--- src/rtl/psum_arb_pkg.sv ---
// psum_arb_pkg: shared FSM and grant-source enums for the partial-sum memory arbiter
package psum_arb_pkg;
  typedef enum logic [1:0] {ST_NORMAL, ST_DRAIN, ST_DONE} arb_state_t;
  typedef enum logic [1:0] {SRC_NONE, SRC_DRAIN, SRC_RD, SRC_HOST} grant_src_t;
endpackage

--- src/rtl/psum_mem_arbiter_if.sv ---
// psum_mem_arbiter_if: write-back, read, host and memory signals around the arbiter
interface psum_mem_arbiter_if #(parameter int AW = 20, parameter int DW = 32);
  logic wr_req;
  logic [AW-1:0] wr_addr;
  logic [DW-1:0] wr_data;
  logic rd_req;
  logic [AW-1:0] rd_addr;
  logic rd_gnt;
  logic [DW-1:0] rd_data;
  logic rd_valid;
  logic host_req;
  logic [AW-1:0] host_addr;
  logic host_gnt;
  logic [DW-1:0] host_data;
  logic host_valid;
  logic mem_en;
  logic mem_we;
  logic [AW-1:0] mem_addr;
  logic [DW-1:0] mem_wdata;
  logic [DW-1:0] mem_rdata;
  modport slave (
    input wr_req, wr_addr, wr_data, rd_req, rd_addr, host_req, host_addr, mem_rdata,
    output rd_gnt, rd_data, rd_valid, host_gnt, host_data, host_valid,
    output mem_en, mem_we, mem_addr, mem_wdata
  );
  modport master (
    output wr_req, wr_addr, wr_data, rd_req, rd_addr, host_req, host_addr, mem_rdata,
    input rd_gnt, rd_data, rd_valid, host_gnt, host_data, host_valid,
    input mem_en, mem_we, mem_addr, mem_wdata
  );
endinterface

--- src/rtl/psum_wbuf.sv ---
// psum_wbuf: in-order write FIFO with address-match lookup for two read ports
module psum_wbuf #(
  parameter int AW = 20,
  parameter int DW = 32,
  parameter int DEPTH = 4
) (
  input  logic clk,
  input  logic rst,
  input  logic push,
  input  logic [AW-1:0] push_addr,
  input  logic [DW-1:0] push_data,
  input  logic pop,
  output logic [AW-1:0] head_addr,
  output logic [DW-1:0] head_data,
  output logic [$clog2(DEPTH):0] count,
  input  logic [AW-1:0] rd_addr,
  input  logic [AW-1:0] host_addr,
  output logic rd_hit,
  output logic host_hit
);
  localparam int PW = $clog2(DEPTH);
  localparam int CW = PW + 1;
  logic [AW-1:0] addr_q [DEPTH];
  logic [DW-1:0] data_q [DEPTH];
  logic [DEPTH-1:0] valid;
  logic [PW-1:0] wp, rp;
  // when full, push and pop share a slot: the later set keeps the new entry valid
  always_ff @(posedge clk) begin
    if (rst) begin
      wp <= '0;
      rp <= '0;
      count <= '0;
      valid <= '0;
    end else begin
      if (pop) begin
        valid[rp] <= 1'b0;
        rp <= rp + 1'b1;
      end
      if (push) begin
        valid[wp] <= 1'b1;
        addr_q[wp] <= push_addr;
        data_q[wp] <= push_data;
        wp <= wp + 1'b1;
      end
      count <= count + CW'(push) - CW'(pop);
    end
  end
  always_comb begin
    rd_hit = 1'b0;
    host_hit = 1'b0;
    for (int i = 0; i < DEPTH; i++) begin
      rd_hit = rd_hit | (valid[i] && addr_q[i] == rd_addr);
      host_hit = host_hit | (valid[i] && addr_q[i] == host_addr);
    end
  end
  assign head_addr = addr_q[rp];
  assign head_data = data_q[rp];
endmodule

--- src/rtl/psum_mem_arbiter.sv ---
// psum_mem_arbiter: single-port psum memory shared by buffered write-back, controller reads and host readout
module psum_mem_arbiter import psum_arb_pkg::*; #(
  parameter int LOG2_OF_MEM_HEIGHT = 20,
  parameter int DATA_WIDTH = 32,
  parameter int WBUF_DEPTH = 4,
  parameter int STARVE_LIMIT = 8
) (
  input  logic clk,
  input  logic rst_in,
  psum_mem_arbiter_if.slave bus,
  input  logic flush,
  output logic flush_done,
  output logic [$clog2(WBUF_DEPTH):0] wbuf_count
);
  localparam int CW = $clog2(WBUF_DEPTH) + 1;
  localparam int HW = $clog2(STARVE_LIMIT + 1);
  arb_state_t state, state_nx;
  grant_src_t src;
  logic [HW-1:0] host_wait;
  logic [LOG2_OF_MEM_HEIGHT-1:0] head_addr;
  logic [DATA_WIDTH-1:0] head_data;
  logic rd_hit, host_hit, empty, forced, starve, rd_ok, host_ok, pop, rd_pend, host_pend;
  psum_wbuf #(.AW(LOG2_OF_MEM_HEIGHT), .DW(DATA_WIDTH), .DEPTH(WBUF_DEPTH)) u_wbuf (
    .clk(clk),
    .rst(rst_in),
    .push(bus.wr_req),
    .push_addr(bus.wr_addr),
    .push_data(bus.wr_data),
    .pop(pop),
    .head_addr(head_addr),
    .head_data(head_data),
    .count(wbuf_count),
    .rd_addr(bus.rd_addr),
    .host_addr(bus.host_addr),
    .rd_hit(rd_hit),
    .host_hit(host_hit)
  );
  always_ff @(posedge clk) begin
    if (rst_in) begin
      state <= ST_NORMAL;
      host_wait <= '0;
      rd_pend <= 1'b0;
      host_pend <= 1'b0;
    end else begin
      state <= state_nx;
      host_wait <= (!bus.host_req || bus.host_gnt) ? '0 : starve ? host_wait : host_wait + 1'b1;
      rd_pend <= bus.rd_gnt;
      host_pend <= bus.host_gnt;
    end
  end
  // a read hitting a buffered write falls through to a drain until the hit clears
  always_comb begin
    empty = wbuf_count == '0;
    forced = !empty && (wbuf_count >= CW'(WBUF_DEPTH - 1) || state == ST_DRAIN);
    starve = host_wait == HW'(STARVE_LIMIT);
    rd_ok = bus.rd_req && !rd_hit && state != ST_DRAIN;
    host_ok = bus.host_req && !host_hit && state != ST_DRAIN;
    src = rst_in ? SRC_NONE :
          forced ? SRC_DRAIN :
          (starve && host_ok) ? SRC_HOST :
          (starve && bus.host_req && host_hit) ? SRC_DRAIN :
          rd_ok ? SRC_RD :
          !empty ? SRC_DRAIN :
          host_ok ? SRC_HOST : SRC_NONE;
    pop = src == SRC_DRAIN;
    bus.rd_gnt = src == SRC_RD;
    bus.host_gnt = src == SRC_HOST;
    bus.mem_en = src != SRC_NONE;
    bus.mem_we = pop;
    bus.mem_addr = pop ? head_addr : (src == SRC_RD) ? bus.rd_addr :
                   (src == SRC_HOST) ? bus.host_addr : '0;
    bus.mem_wdata = pop ? head_data : '0;
    bus.rd_valid = rd_pend;
    bus.rd_data = rd_pend ? bus.mem_rdata : '0;
    bus.host_valid = host_pend;
    bus.host_data = host_pend ? bus.mem_rdata : '0;
    state_nx = (state == ST_NORMAL) ? (flush ? ST_DRAIN : ST_NORMAL) :
               (state == ST_DRAIN) ? ((empty && !bus.wr_req) ? ST_DONE : ST_DRAIN) : ST_NORMAL;
    flush_done = state == ST_DONE;
  end
endmodule
--- src/flat_wrapper.sv ---
// flat-port wrapper written by rule: the top's interface ports become plain ports
module psum_mem_arbiter_flat import psum_arb_pkg::*;
#(
  parameter int LOG2_OF_MEM_HEIGHT = 20,
  parameter int DATA_WIDTH = 32,
  parameter int WBUF_DEPTH = 4,
  parameter int STARVE_LIMIT = 8
)
  (clk, rst_in, flush, flush_done, wbuf_count, bus_wr_req, bus_wr_addr, bus_wr_data, bus_rd_req, bus_rd_addr, bus_host_req, bus_host_addr, bus_mem_rdata, bus_rd_gnt, bus_rd_data, bus_rd_valid, bus_host_gnt, bus_host_data, bus_host_valid, bus_mem_en, bus_mem_we, bus_mem_addr, bus_mem_wdata);
  psum_mem_arbiter_if bus_i ();
  input  logic clk;
  input  logic rst_in;
  input  logic flush;
  output logic flush_done;
  output logic [$clog2(WBUF_DEPTH):0] wbuf_count;
  input wire logic [$bits(bus_i.wr_req)-1:0] bus_wr_req;
  input wire logic [$bits(bus_i.wr_addr)-1:0] bus_wr_addr;
  input wire logic [$bits(bus_i.wr_data)-1:0] bus_wr_data;
  input wire logic [$bits(bus_i.rd_req)-1:0] bus_rd_req;
  input wire logic [$bits(bus_i.rd_addr)-1:0] bus_rd_addr;
  input wire logic [$bits(bus_i.host_req)-1:0] bus_host_req;
  input wire logic [$bits(bus_i.host_addr)-1:0] bus_host_addr;
  input wire logic [$bits(bus_i.mem_rdata)-1:0] bus_mem_rdata;
  output wire logic [$bits(bus_i.rd_gnt)-1:0] bus_rd_gnt;
  output wire logic [$bits(bus_i.rd_data)-1:0] bus_rd_data;
  output wire logic [$bits(bus_i.rd_valid)-1:0] bus_rd_valid;
  output wire logic [$bits(bus_i.host_gnt)-1:0] bus_host_gnt;
  output wire logic [$bits(bus_i.host_data)-1:0] bus_host_data;
  output wire logic [$bits(bus_i.host_valid)-1:0] bus_host_valid;
  output wire logic [$bits(bus_i.mem_en)-1:0] bus_mem_en;
  output wire logic [$bits(bus_i.mem_we)-1:0] bus_mem_we;
  output wire logic [$bits(bus_i.mem_addr)-1:0] bus_mem_addr;
  output wire logic [$bits(bus_i.mem_wdata)-1:0] bus_mem_wdata;
  assign bus_i.wr_req = bus_wr_req;
  assign bus_i.wr_addr = bus_wr_addr;
  assign bus_i.wr_data = bus_wr_data;
  assign bus_i.rd_req = bus_rd_req;
  assign bus_i.rd_addr = bus_rd_addr;
  assign bus_i.host_req = bus_host_req;
  assign bus_i.host_addr = bus_host_addr;
  assign bus_i.mem_rdata = bus_mem_rdata;
  assign bus_rd_gnt = bus_i.rd_gnt;
  assign bus_rd_data = bus_i.rd_data;
  assign bus_rd_valid = bus_i.rd_valid;
  assign bus_host_gnt = bus_i.host_gnt;
  assign bus_host_data = bus_i.host_data;
  assign bus_host_valid = bus_i.host_valid;
  assign bus_mem_en = bus_i.mem_en;
  assign bus_mem_we = bus_i.mem_we;
  assign bus_mem_addr = bus_i.mem_addr;
  assign bus_mem_wdata = bus_i.mem_wdata;
  psum_mem_arbiter #(.LOG2_OF_MEM_HEIGHT(LOG2_OF_MEM_HEIGHT), .DATA_WIDTH(DATA_WIDTH), .WBUF_DEPTH(WBUF_DEPTH), .STARVE_LIMIT(STARVE_LIMIT)) u_core (.clk(clk), .rst_in(rst_in), .bus(bus_i), .flush(flush), .flush_done(flush_done), .wbuf_count(wbuf_count));
endmodule
--- config.mk ---
export PLATFORM = sky130hd
export DESIGN_NAME = psum_mem_arbiter_flat
export DESIGN_NICKNAME = d
export VERILOG_FILES = /design/src/rtl/psum_arb_pkg.sv /design/src/rtl/psum_mem_arbiter_if.sv /design/src/rtl/psum_wbuf.sv /design/src/rtl/psum_mem_arbiter.sv /design/src/flat_wrapper.sv
export SDC_FILE = /design/constraint.sdc
export NUM_CORES = 1
export LEC_CHECK = 0
export ABC_AREA = 1
export CORE_MARGIN = 4
export CORE_UTILIZATION = 30
export DETAILED_ROUTE_END_ITERATION = 10
export HOLD_SLACK_MARGIN = 0.06
export PLACE_DENSITY = 0.64
export RECOVER_POWER = 50
export REMOVE_ABC_BUFFERS = 1
export SLEW_MARGIN = 5
export SYNTH_ARGS = -nofsm -noshare
export SYNTH_HDL_FRONTEND = slang
export SYNTH_SLANG_ARGS = --single-unit
--- constraint.sdc ---
create_clock -name clk -period 2.9 [get_ports clk]
set_clock_uncertainty 0.2 [all_clocks]
set_input_delay 0.435 -clock clk [delete_from_list [all_inputs] [get_ports clk]]
set_output_delay 0.435 -clock clk [all_outputs]
set_load 0.01 [all_outputs]
==> reports/results.tsv, run 1 <==
stage	metric	value	unit
run_status	outcome	finished, violations left	
run_status	violations	negative setup slack	
power_and_ir_drop	p_per_area	643.8	mW/mm2
placement	gp_congestion	1.007	
critical_path	cp-end-kind	primary output	
drt	route.final.wire_length	48.94	mm
floorplan	start_util	30.32	%
cells_and_area	final_nets	2091	
hold_path	hold_start	flush	
sta	layout_setup_ws	-0.8480	ns
yosys	syn_area	0.01269	mm2
floorplan	rows	75	
drt	vias_per_cell	4.801	
hold_path	hold_class	input pin to flip-flop	
sta	drv_slew	0	
yosys	synthCells	1510	
critical_path	cpMostUsedCell	nand3_2	
yosys	synth_area_per_cell	8.405	um2
yosys	synth-seq-cells	229	
cts	htreeDepth	1	
yosys	synth_commonest_cells	nand2_1 (444), edfxtp_1 (208), inv_1 (184)	
yosys	async_reset_ff_share	0	%
floorplan	die_w	213.7	um
cells_and_area	fin_area	0.01912	mm2
critical_path	path_buf_inv	6	
grt	antenna_found_initial	10	
power_and_ir_drop	p_seq_share	31.6	%
drt	dr.pass1.iters	5	
floorplan	die_area	0.04566	mm2
power_and_ir_drop	p_comb_share	42.3	%
critical_path	cp-start-kind	flip-flop	
placement	port_buffers	255	
cells_and_area	drive_gt1_share	26.39	%
sta	max_freq	0.2668	GHz
grt	grt-ovfl-total	0	
grt	track_usage	20.41	%
yosys	yosys-top-cells-area	edfxtp_1 (49%), nand2_1 (13%), inv_1 (5.4%)	
power_and_ir_drop	p_total	0.01231	W
cts	clock_latency	0.56	ns
critical_path	crit_slowest_cell	edfxtp_1	
yosys	ys_warn_count	0	
sta	setup_viol	59	
grt	grt_max_degree	88	
cells_and_area	area_growth	50.68	%
sta	relSlewSlack	41.68	%
grt	grt_pass1_wl	71.02	mm
power_and_ir_drop	p_clk_share	26.1	%
sta	period_minus_slack	3.748	ns
critical_path	r2r_end	u_core.u_wbuf.count[1]	
sta	period_share	129.2	%
yosys	yosysTopAreaCellShare	49.22	%
hold_path	worstHoldPathCells	3	
sta	rsz0062_at_grt	true	
cts	cts_made_buffers	26	
placement	place_area	0.01715	mm2
power_and_ir_drop	p_leak	8.418	nW
cts	cts_hold_buf	0	
cts	cts_buffer_depth	3	
critical_path	cpLargestDelayFamily	simple AND/OR/NAND/NOR gates	
critical_path	rr_worst_depth	24	
power_and_ir_drop	switchingPower	0.004355	W
yosys	yosysTopAreaCell	edfxtp_1	
floorplan	die_h	213.7	um
sta	hold_viol	0	
yosys	ys_types	40	
drt	drt_iter0_drc	909	
grt	first_global_vias	11820	
critical_path	r2r_start	u_core.u_wbuf.addr_q[3][2]	
yosys	synth_edf_count	208	
yosys	synth_most_common_cell	nand2_1	
critical_path	reg2reg_slack	-0.80	ns
critical_path	crit_path_max_incr_delay	0.38	ns
drt	final_antenna_net_count	0	
floorplan	core-area	0.04185	mm2
floorplan	io_pins	256	
cells_and_area	fillers	4000	
critical_path	arrival	3.11	ns
power_and_ir_drop	p_sw_share	35.38	%
cts	cts_tree	done	
power_and_ir_drop	p_int	0.007956	W
drt	drc_errors	0	
flow_run	drv_cap	0	
drt	wl_per_cell	19.50	um
drt	vias	12050	
hold_path	hold_end	u_core.state[0]	
critical_path	critPathKind	flip-flop to primary output	
cts	clock-root-buffer	clkbuf_16	
power_and_ir_drop	peakVddDrop	0.0004922	V
cts	clkSlewWorstSetupHoldPaths	0.06	ns
critical_path	cp_cell_sequence	buf_4, nand2_2, o21ai_2, nor2_1, nand2_1, nor2_2, nand3_2, nand2_2, nor2_4, nand3_2, nand3_2, nor2_4, clkinv_4, nor2_8, buf_12, buf_12, buf_12, nand2_4, nand3_2, buf_6	
yosys	ys_seq_area_share	52.53	%
critical_path	worstPathMaxFanout	8	
cts	cts_num_sinks	229	
sta	worst_pin_slew	0.8748	ns
critical_path	worstPathRequired	2.27	ns
placement	post-dp-hpwl	36.45	mm
yosys	ys.flop_type	edfxtp_1	
-- metrics by stage --
step                TNS (ns)  utilization [%]  hold WS (ns)  setup WS (ns)  instances
detailed placement    -86.15            40.97        0.3166         -1.414       2425
floorplan             -72.98                -        0.2900         -1.672       1443
global route          -53.33            45.68        0.3038         -1.008       2507
finish                -44.55            45.69        0.2988        -0.8480       2509
global placement      -83.00            40.97        0.3093         -1.396       2425
CTS                   -41.61            43.89        0.2864        -0.8371       2491
-- power by group through the flow --
stage | clock (W) | combinational (W) | sequential [W]
after global routing | 0.00341 | 0.00563 | 0.00391
after detailed placement | 0 | 0.00429 | 0.00396
after floorplan | 0 | 0.00183 | 0.00409
final | 0.00321 | 0.00521 | 0.00389
after CTS | 0.00329 | 0.00459 | 0.00389
after global placement | 0 | 0.00425 | 0.00395
-- area by class of cell --
type | instances | area [um2] | share of cell area [%]
Antenna cell | 3 | 7.507 | 0.03926
Clock buffer | 31 | 669.4 | 3.500
Clock inverter | 17 | 166.4 | 0.8702
Inverter | 206 | 783.3 | 4.096
Multi-Input combinational cell | 1008 | 5565 | 29.10
Sequential cell | 229 | 6674 | 34.90
Tap cell | 539 | 674.4 | 3.527
Timing Repair Buffer | 476 | 4583 | 23.97
-- what timing repair did --
action	in CTS	in global routing
cloned	2	2
endpoints found under the setup margin	65	62
pin swaps	19	30
hold endpoints to repair	0	0
setup buffers	18	16
resized for setup	358	180
-- sequential cells by signal, indices dropped and copies added, names as in the netlist, named ones only --
signal                 flops
u_core.u_wbuf.valid        4
u_core.host_wait           4
u_core.bus.rd_valid        1
u_core.u_wbuf.count        3
u_core.u_wbuf.data_q     128
u_core.u_wbuf.rp           2
u_core.u_wbuf.wp           2
u_core.u_wbuf.addr_q      80
u_core.bus.host_valid      1
u_core.state               2
-- tightest hold or removal path, stage by stage --
cell and delay [ns]:
clkdlybuf4s50_1 0.42, nand3_1 0.10, a21oi_1 0.06
-- layout by cell type, fill, tap and decap left out, types with 22 or more instances in the layout --
master             n
buf_4            171
o21ai_0           91
a21oi_1           61
a32o_1            32
dlygate4sd3_1     53
edfxtp_1         208
nand3_2           33
clkdlybuf4s50_1  124
nor2_1           102
nand2_2           37
clkbuf_16         28
inv_2             35
nand2_1          420
inv_1            167
buf_6             75
nand3_1           59
dlygate4sd2_1     22
nor2_4            39
-- per-layer routing --
| layer | GRT usage [%] | part of all wire, % | up-vias |
|---|---|---|---|
| li1 | - | - | 5815 |
| met3 | 4.506 | 7.7 | 94 |
| met4 | 4.083 | 3.0 | 14 |
| met2 | 36.91 | 49 | 470 |
| met1 | 25.20 | 40 | 5653 |
| met5 | 0 | 0.18 | - |
-- cells by family after synthesis --
group | synth area share [%]
simple gates | 24.20
buf+inv | 8.775
flops | 52.53
compound gates | 10.50
xor+xnor | 2.553
fa+ha+maj | 1.439
-- worst max path at each step --
stage	from	to	cells past startpoint
global placement	bus_host_addr[2]	u_core.u_wbuf.count[2]	23
finish	u_core.u_wbuf.addr_q[3][2]	bus_mem_addr[8]	20
floorplan	flip-flop	bus_mem_addr[13]	6
CTS	u_core.u_wbuf.addr_q[1][1]	bus_mem_addr[7]	16
detailed placement	bus_host_addr[2]	u_core.u_wbuf.count[2]	23
global route	u_core.u_wbuf.addr_q[3][8]	bus_mem_addr[8]	19
Power figures use the tool's default switching activity.
==> inputs of run 2 (changes only) <==
--- a/config.mk
+++ b/config.mk
@@ -8,6 +8,7 @@
 export ABC_AREA = 1
 export CORE_MARGIN = 4
 export CORE_UTILIZATION = 30
+export CTS_CLUSTER_DIAMETER = 40
 export DETAILED_ROUTE_END_ITERATION = 10
 export HOLD_SLACK_MARGIN = 0.06
 export PLACE_DENSITY = 0.64
==> run 2 against run 1 <==
Compared with the run above:
- the flow still finishes with violations (negative setup slack)
- hold slack improved by 0.039 ns
- non-clock buffer count rose by 11
- clock-buffer cell count rose by 6
- via count rose by 1.9%
- core utilization rose by 2.0 points
- first-iteration DRC count fell by 14%
- wire length rose by 2.0%
- critical path depth rose by 1
- final cell count rose by 0.96%
- register-to-register slack improved by 0.21 ns
- critical path type is now input pin to primary output
==> reports/results.tsv, run 2 (synthesized netlist as in run 1, its figures left out) <==
stage	metric	value	unit	change
sta	holdWs	0.3377	ns	was 0.2988 ns
critical_path	arrival	3.02	ns	was 3.11 ns
drt	final_antenna_net_count	0		unchanged
sta	period_minus_slack	3.650	ns	was 3.748 ns
sta	layout_setup_ws	-0.7503	ns	was -0.8480 ns
critical_path	crit_slowest_cell	clkdlybuf4s50_1		was edfxtp_1
floorplan	rows	75		unchanged
drt	drc_errors	0		unchanged
cts	cts_num_sinks	229		unchanged
critical_path	cp-start-kind	input pin		was flip-flop
cells_and_area	largest_register_ffs	128		unchanged
grt	first_global_vias	11980		was 11820
grt	antenna_found_initial	12		was 10
cts	clock_latency	0.52	ns	was 0.56 ns
critical_path	path_buf_inv	7		was 6
drt	route.final.wire_length	49.92	mm	was 48.94 mm
grt	grt_max_degree	88		unchanged
grt	grt-ovfl-total	0		unchanged
sta	rsz0062_at_grt	true		unchanged
drt	vias_per_cell	4.846		was 4.801
cts	clkSlewWorstSetupHoldPaths	0.05	ns	was 0.06 ns
sta	relSlewSlack	16.29	%	was 41.68%
drt	vias	12280		was 12050
placement	gp_congestion	1.007		unchanged
placement	post-dp-hpwl	36.45	mm	unchanged
sta	max_freq	0.2740	GHz	was 0.2668 GHz
critical_path	worstPathRequired	2.27	ns	about the same
cts	cts_buffer_depth	3		unchanged
cts	clock-root-buffer	clkbuf_16		unchanged
cts	htreeDepth	2		was 1
sta	worst_pin_slew	1.256	ns	was 0.8748 ns
cells_and_area	fillers	3909		was 4000
drt	wl_per_cell	19.71	um	was 19.50 um
drt	dr.pass1.iters	5		unchanged
critical_path	crit_path_max_incr_delay	0.47	ns	was 0.38 ns
cells_and_area	layout.cells.most_common	nand2_1		unchanged
cells_and_area	top_regs	u_core.u_wbuf.data_q: 128 flops, u_core.u_wbuf.addr_q: 80 flops		unchanged
cts	cts_hold_buf	0		unchanged
floorplan	die_w	213.7	um	unchanged
cells_and_area	final_nets	2110		was 2091
cts	cts_made_buffers	34		was 26
critical_path	cp_cell_sequence	clkdlybuf4s50_1, buf_6, inv_2, nand2_2, nand2_4, nor2_4, nand2_1, nor2_2, nand3_2, nand2_2, nor2_4, nand3_2, nand3_2, nor2_4, clkinv_4, nor2_8, buf_12, buf_8, nand2_4, nand3_4, buf_6		was buf_4, nand2_2, o21ai_2, nor2_1, nand2_1, nor2_2, nand3_2, nand2_2, nor2_4, nand3_2, nand3_2, nor2_4, clkinv_4, nor2_8, buf_12, buf_12, buf_12, nand2_4, nand3_2, buf_6
sta	drv_slew	0		unchanged
floorplan	die_area	0.04566	mm2	unchanged
power_and_ir_drop	p_per_area	686.6	mW/mm2	was 643.8 mW/mm2
critical_path	cpLargestDelayFamily	simple AND/OR/NAND/NOR gates		unchanged
grt	grt_pass1_wl	72.50	mm	was 71.02 mm
floorplan	core-area	0.04185	mm2	unchanged
cells_and_area	regMostFlops	u_core.u_wbuf.data_q		unchanged
cells_and_area	area_growth	57.21	%	was 50.68%
critical_path	cp-end-kind	primary output		unchanged
floorplan	io_pins	256		unchanged
critical_path	worstPathMaxFanout	7		was 8
cells_and_area	final_cell_mix	nand2_1 (411), edfxtp_1 (208), buf_4 (173)		was nand2_1 (420), edfxtp_1 (208), buf_4 (171)
sta	setup_viol	60		was 59
sta	period_share	125.9	%	was 129.2%
grt	track_usage	20.95	%	was 20.41%
power_and_ir_drop	peakVddDrop	0.0004977	V	was 0.0004922 V
run_status	outcome	finished, violations left		unchanged
sta	hold_viol	0		unchanged
hold_path	hold_class	input pin to flip-flop		unchanged
floorplan	die_h	213.7	um	unchanged
floorplan	start_util	30.32	%	unchanged
critical_path	critPathKind	input pin to primary output		was flip-flop to primary output
cells_and_area	drive_gt1_share	29.30	%	was 26.39%
run_status	violations	negative setup slack		unchanged
placement	port_buffers	255		unchanged
power_and_ir_drop	p_leak	8.803	nW	was 8.418 nW
drt	drt_iter0_drc	781		was 909
flow_run	drv_cap	0		unchanged
cts	cts_tree	done		unchanged
placement	pre_cts_slack	-1.414	ns	unchanged
run 2: worst register-to-register path, delay by kind of cell (launching register included):
kind	cells	cell delay, ns
buf+inv	5	0.39
fa+ha+maj	3	0.90
simple gates	14	1.51
flops	1	0.44
run 2: worst paths after layout:
path / startpoint / end / slack (ns) / cells after the start
max: bus_host_addr[13] / bus_mem_addr[4] / -0.75 / 21
min: flush / u_core.state[0] / 0.34 / 3
max reg2reg: u_core.u_wbuf.addr_q[3][5] / u_core.u_wbuf.count[1] / -0.59 / 22
min reg2reg: u_core.u_wbuf.rp[1] / flip-flop / 0.34 / 2
run 2: cell type report:
class	instances	area (um2)	share of cell area, %
clock inverter	23	287.8	1.442
tap	539	674.4	3.380
timing repair buffer	487	4761	23.86
antenna	4	10.01	0.05017
multi-input combinational	1008	5866	29.40
sequential	229	6674	33.45
clock buffer	37	893.4	4.478
inverter	206	785.8	3.938
run 2: metal layers:
layer	share of wire, %	GRT usage (%)
met1	40	25.49
met2	50	37.42
met3	8.0	5.369
met4	2.6	4.900
met5	0.21	0
run 2: report_power, final:
part | internal, W | total (W) | switching, W | leakage (nW)
clock network | 0.00270 | 0.00423 | 0.00153 | 0.575
registers | 0.00374 | 0.00390 | 0.000153 | 2.06
logic | 0.00255 | 0.00557 | 0.00301 | 6.16
total | 0.00900 | 0.0137 | 0.00470 | 8.80
run 2: timing repair:
action | in CTS | in global routing
setup endpoints to repair | 65 | 67
gates cloned | 4 | 1
hold endpoints to repair | 0 | 0
pin swaps | 44 | 79
resized for setup | 454 | 179
setup buffers | 25 | 22
run 2: per-stage QoR:
step	cell area, um2	util (%)	std cells	power [W]	TNS [ns]
2_1_floorplan	12350	-	1443	0.005914	-72.98
3_3_place_gp	17150	40.97	2425	0.008201	-83.00
3_5_place_dp	17150	40.97	2425	0.008249	-86.15
4_1_cts	19140	45.73	2511	0.01327	-40.11
5_1_grt	19950	47.66	2531	0.01437	-45.56
6_report	19950	47.67	2533	0.01370	-39.26
==> inputs of run 3 (changes only) <==
--- a/config.mk
+++ b/config.mk
@@ -18,3 +18,4 @@
 export SYNTH_ARGS = -nofsm -noshare
 export SYNTH_HDL_FRONTEND = slang
 export SYNTH_SLANG_ARGS = --single-unit
+export TNS_END_PERCENT = 10
==> constraint.sdc (replaced) <==
create_clock -name clk -period 2.9 [get_ports clk]
set_clock_uncertainty 0.2 [all_clocks]
set_input_delay 0.87 -clock clk [delete_from_list [all_inputs] [get_ports clk]]
set_output_delay 0.87 -clock clk [all_outputs]
set_load 0.01 [all_outputs]
==> run 3 against run 2 <==
Compared with the run above:
- via count increased by 0.65%
- fmax decreased by 14%
- setup slack got worse by 0.57 ns
- global-route usage increased by 0.33 points
- combinational power decreased by 3%
- the run still ends with negative setup slack left
- total power decreased by 0.97%
- largest cell class unchanged
==> reports/results.tsv, run 3 (synthesized netlist as in run 1, its figures left out) <==
stage	metric	value	unit	change
run_status	outcome	finished, violations left		unchanged
run_status	violations	negative setup slack		unchanged
drt	route.final.wire_length	50.81	mm	was 49.92 mm
cells_and_area	regArea	0.006674	mm2	unchanged
cells_and_area	fin_util	48.42	%	was 47.67%
cts	clock-root-buffer	clkbuf_16		unchanged
critical_path	cp-end-kind	primary output		unchanged
cells_and_area	area_growth	59.68	%	was 57.21%
power_and_ir_drop	p_comb_share	39.9	%	was 40.7%
sta	drv_slew	0		unchanged
grt	track_usage	21.28	%	was 20.95%
grt	grt-ovfl-total	0		unchanged
sta	setup_viol	154		was 60
cells_and_area	drive_gt1_share	35.23	%	was 29.30%
critical_path	cp-start-kind	flip-flop		was input pin
grt	antenna_found_initial	9		was 12
grt	grt_pass1_wl	73.23	mm	was 72.50 mm
power_and_ir_drop	switchingPower	0.004590	W	was 0.004699 W
cells_and_area	fillers	3963		was 3909
cts	cts_buffer_depth	3		unchanged
drt	vias_per_cell	4.826		was 4.846
sta	hold_viol	0		unchanged
critical_path	arrival	3.15	ns	was 3.02 ns
cells_and_area	multi_input_area	0.005917	mm2	was 0.005866 mm2
cts	clock_latency	0.54	ns	was 0.52 ns
floorplan	die_w	213.7	um	unchanged
cells_and_area	largest_register_ffs	128		unchanged
grt	grt_max_degree	43		was 88
placement	post-dp-hpwl	37.87	mm	was 36.45 mm
hold_path	hold_class	flip-flop to flip-flop		was input pin to flip-flop
drt	drc_errors	0		unchanged
sta	max_freq	0.2368	GHz	was 0.2740 GHz
sta	relSlewSlack	43.13	%	was 16.29%
power_and_ir_drop	p_int	0.008977	W	was 0.009000 W
power_and_ir_drop	p_clk_share	31.8	%	was 30.9%
critical_path	worstPathMaxFanout	4		was 7
sta	rsz0062_at_grt	true		unchanged
drt	final_antenna_net_count	0		unchanged
drt	dr.pass1.iters	5		unchanged
drt	wl_per_cell	19.85	um	was 19.71 um
cells_and_area	top_regs	u_core.u_wbuf.data_q: 128 flops, u_core.u_wbuf.addr_q: 80 flops		unchanged
cells_and_area	regMostFlops	u_core.u_wbuf.data_q		unchanged
critical_path	critPathKind	flip-flop to primary output		was input pin to primary output
floorplan	start_util	30.32	%	unchanged
cts	clkSlewWorstSetupHoldPaths	0.05	ns	about the same
floorplan	rows	75		unchanged
drt	vias	12360		was 12280
placement	gp_congestion	0.9960		was 1.007
floorplan	io_pins	256		unchanged
placement	port_buffers	255		unchanged
sta	period_minus_slack	4.222	ns	was 3.650 ns
cells_and_area	layout.cells.most_common	nand2_1		unchanged
drt	drt_iter0_drc	659		was 781
power_and_ir_drop	p_total	0.01357	W	was 0.01370 W
grt	first_global_vias	12180		was 11980
floorplan	die_h	213.7	um	unchanged
cells_and_area	final_nets	2135		was 2110
floorplan	die_area	0.04566	mm2	unchanged
cells_and_area	final_cell_mix	nand2_1 (377), edfxtp_1 (208), buf_4 (171)		was nand2_1 (411), edfxtp_1 (208), buf_4 (173)
sta	period_share	145.6	%	was 125.9%
power_and_ir_drop	peakVddDrop	0.0005937	V	was 0.0004977 V
sta	layout_setup_ws	-1.322	ns	was -0.7503 ns
power_and_ir_drop	p_per_area	669.5	mW/mm2	was 686.6 mW/mm2
power_and_ir_drop	p_sw_share	33.83	%	was 34.30%
cts	htreeDepth	2		unchanged
floorplan	core-area	0.04185	mm2	unchanged
flow_run	drv_cap	0		unchanged
power_and_ir_drop	p_seq_share	28.3	%	was 28.4%
cts	cts_num_sinks	229		unchanged
sta	worst_pin_slew	0.8530	ns	was 1.256 ns
power_and_ir_drop	p_leak	9.300	nW	was 8.803 nW
cts	cts_tree	done		unchanged
critical_path	worstPathRequired	1.83	ns	was 2.27 ns
cts	cts_made_buffers	36		was 34
sta	holdWs	0.3436	ns	was 0.3377 ns
[run 3: worst max-delay path: stages, from the launching register on]
cell and delay [ns]:
edfxtp_1 0.45, buf_4 0.17, o211ai_1 0.27, nor2_1 0.07, nand3_1 0.09, nand2_2 0.09
buf_6 0.13, o21ai_4 0.17, nand3_2 0.11, nor2_4 0.25, clkinv_4 0.14, nor2_8 0.14
buf_12 0.14, buf_12 0.13, nand2_4 0.06, nand3_4 0.08, buf_6 0.10
[run 3: metal layers]
| metal | vias up | part of all wire, % | GRT usage, % |
|---|---|---|---|
| li1 | 5915 | - | - |
| met1 | 5863 | 40 | 26.21 |
| met2 | 473 | 50 | 37.60 |
| met3 | 92 | 7.5 | 4.843 |
| met4 | 12 | 2.9 | 5.981 |
| met5 | - | 0.17 | 0 |
[run 3: power by group through the flow]
| stage | clock (W) | sequential [W] | combinational [W] |
|---|---|---|---|
| after global routing | 0.00457 | 0.00385 | 0.00582 |
| final | 0.00431 | 0.00384 | 0.00542 |
| after detailed placement | 0 | 0.00389 | 0.00461 |
| after CTS | 0.00440 | 0.00383 | 0.00502 |
| after global placement | 0 | 0.00389 | 0.00457 |
| after floorplan | 0 | 0.00409 | 0.00183 |
[run 3: worst paths after layout]
kind / endpoint / cells past startpoint / slack (ns) / start
worst max-delay path: bus_mem_addr[9] / 16 / -1.32 / u_core.u_wbuf.addr_q[2][3]
worst min-delay path: u_core.u_wbuf.wp[1] / 2 / 0.34 / u_core.u_wbuf.wp[1]
worst max register to register: u_core.u_wbuf.count[1] / 20 / -0.79 / u_core.u_wbuf.addr_q[2][3]
worst min register to register: u_core.u_wbuf.wp[1] / 2 / 0.34 / u_core.u_wbuf.wp[1]
[run 3: metrics by stage]
stage	setup TNS, ns	setup slack, ns	cells	area, um2
after floorplan	-100.85	-2.107	1443	12350
after global placement	-153.42	-2.331	2435	17470
after detailed placement	-155.78	-2.356	2435	17470
after CTS	-67.00	-1.273	2535	19370
after global routing	-78.40	-1.370	2559	20260
final	-71.63	-1.322	2560	20260
[run 3: layout make-up]
type	instances	share of cell area [%]
sequential	229	32.93
multi-input combinational	1008	29.20
timing repair buffer	510	24.37
clock buffer	41	4.791
inverter	206	4.038
tap	539	3.328
clock inverter	24	1.303
antenna	3	0.03705
[run 3: what timing repair did]
action                                 CTS  global route
buffers inserted                        35            27
gates cloned                             2             1
setup endpoints to repair              137            79
pin swaps                               99            96
hold buffers                             0             0
resized for setup                      631           266
endpoints found under the hold margin    0             0
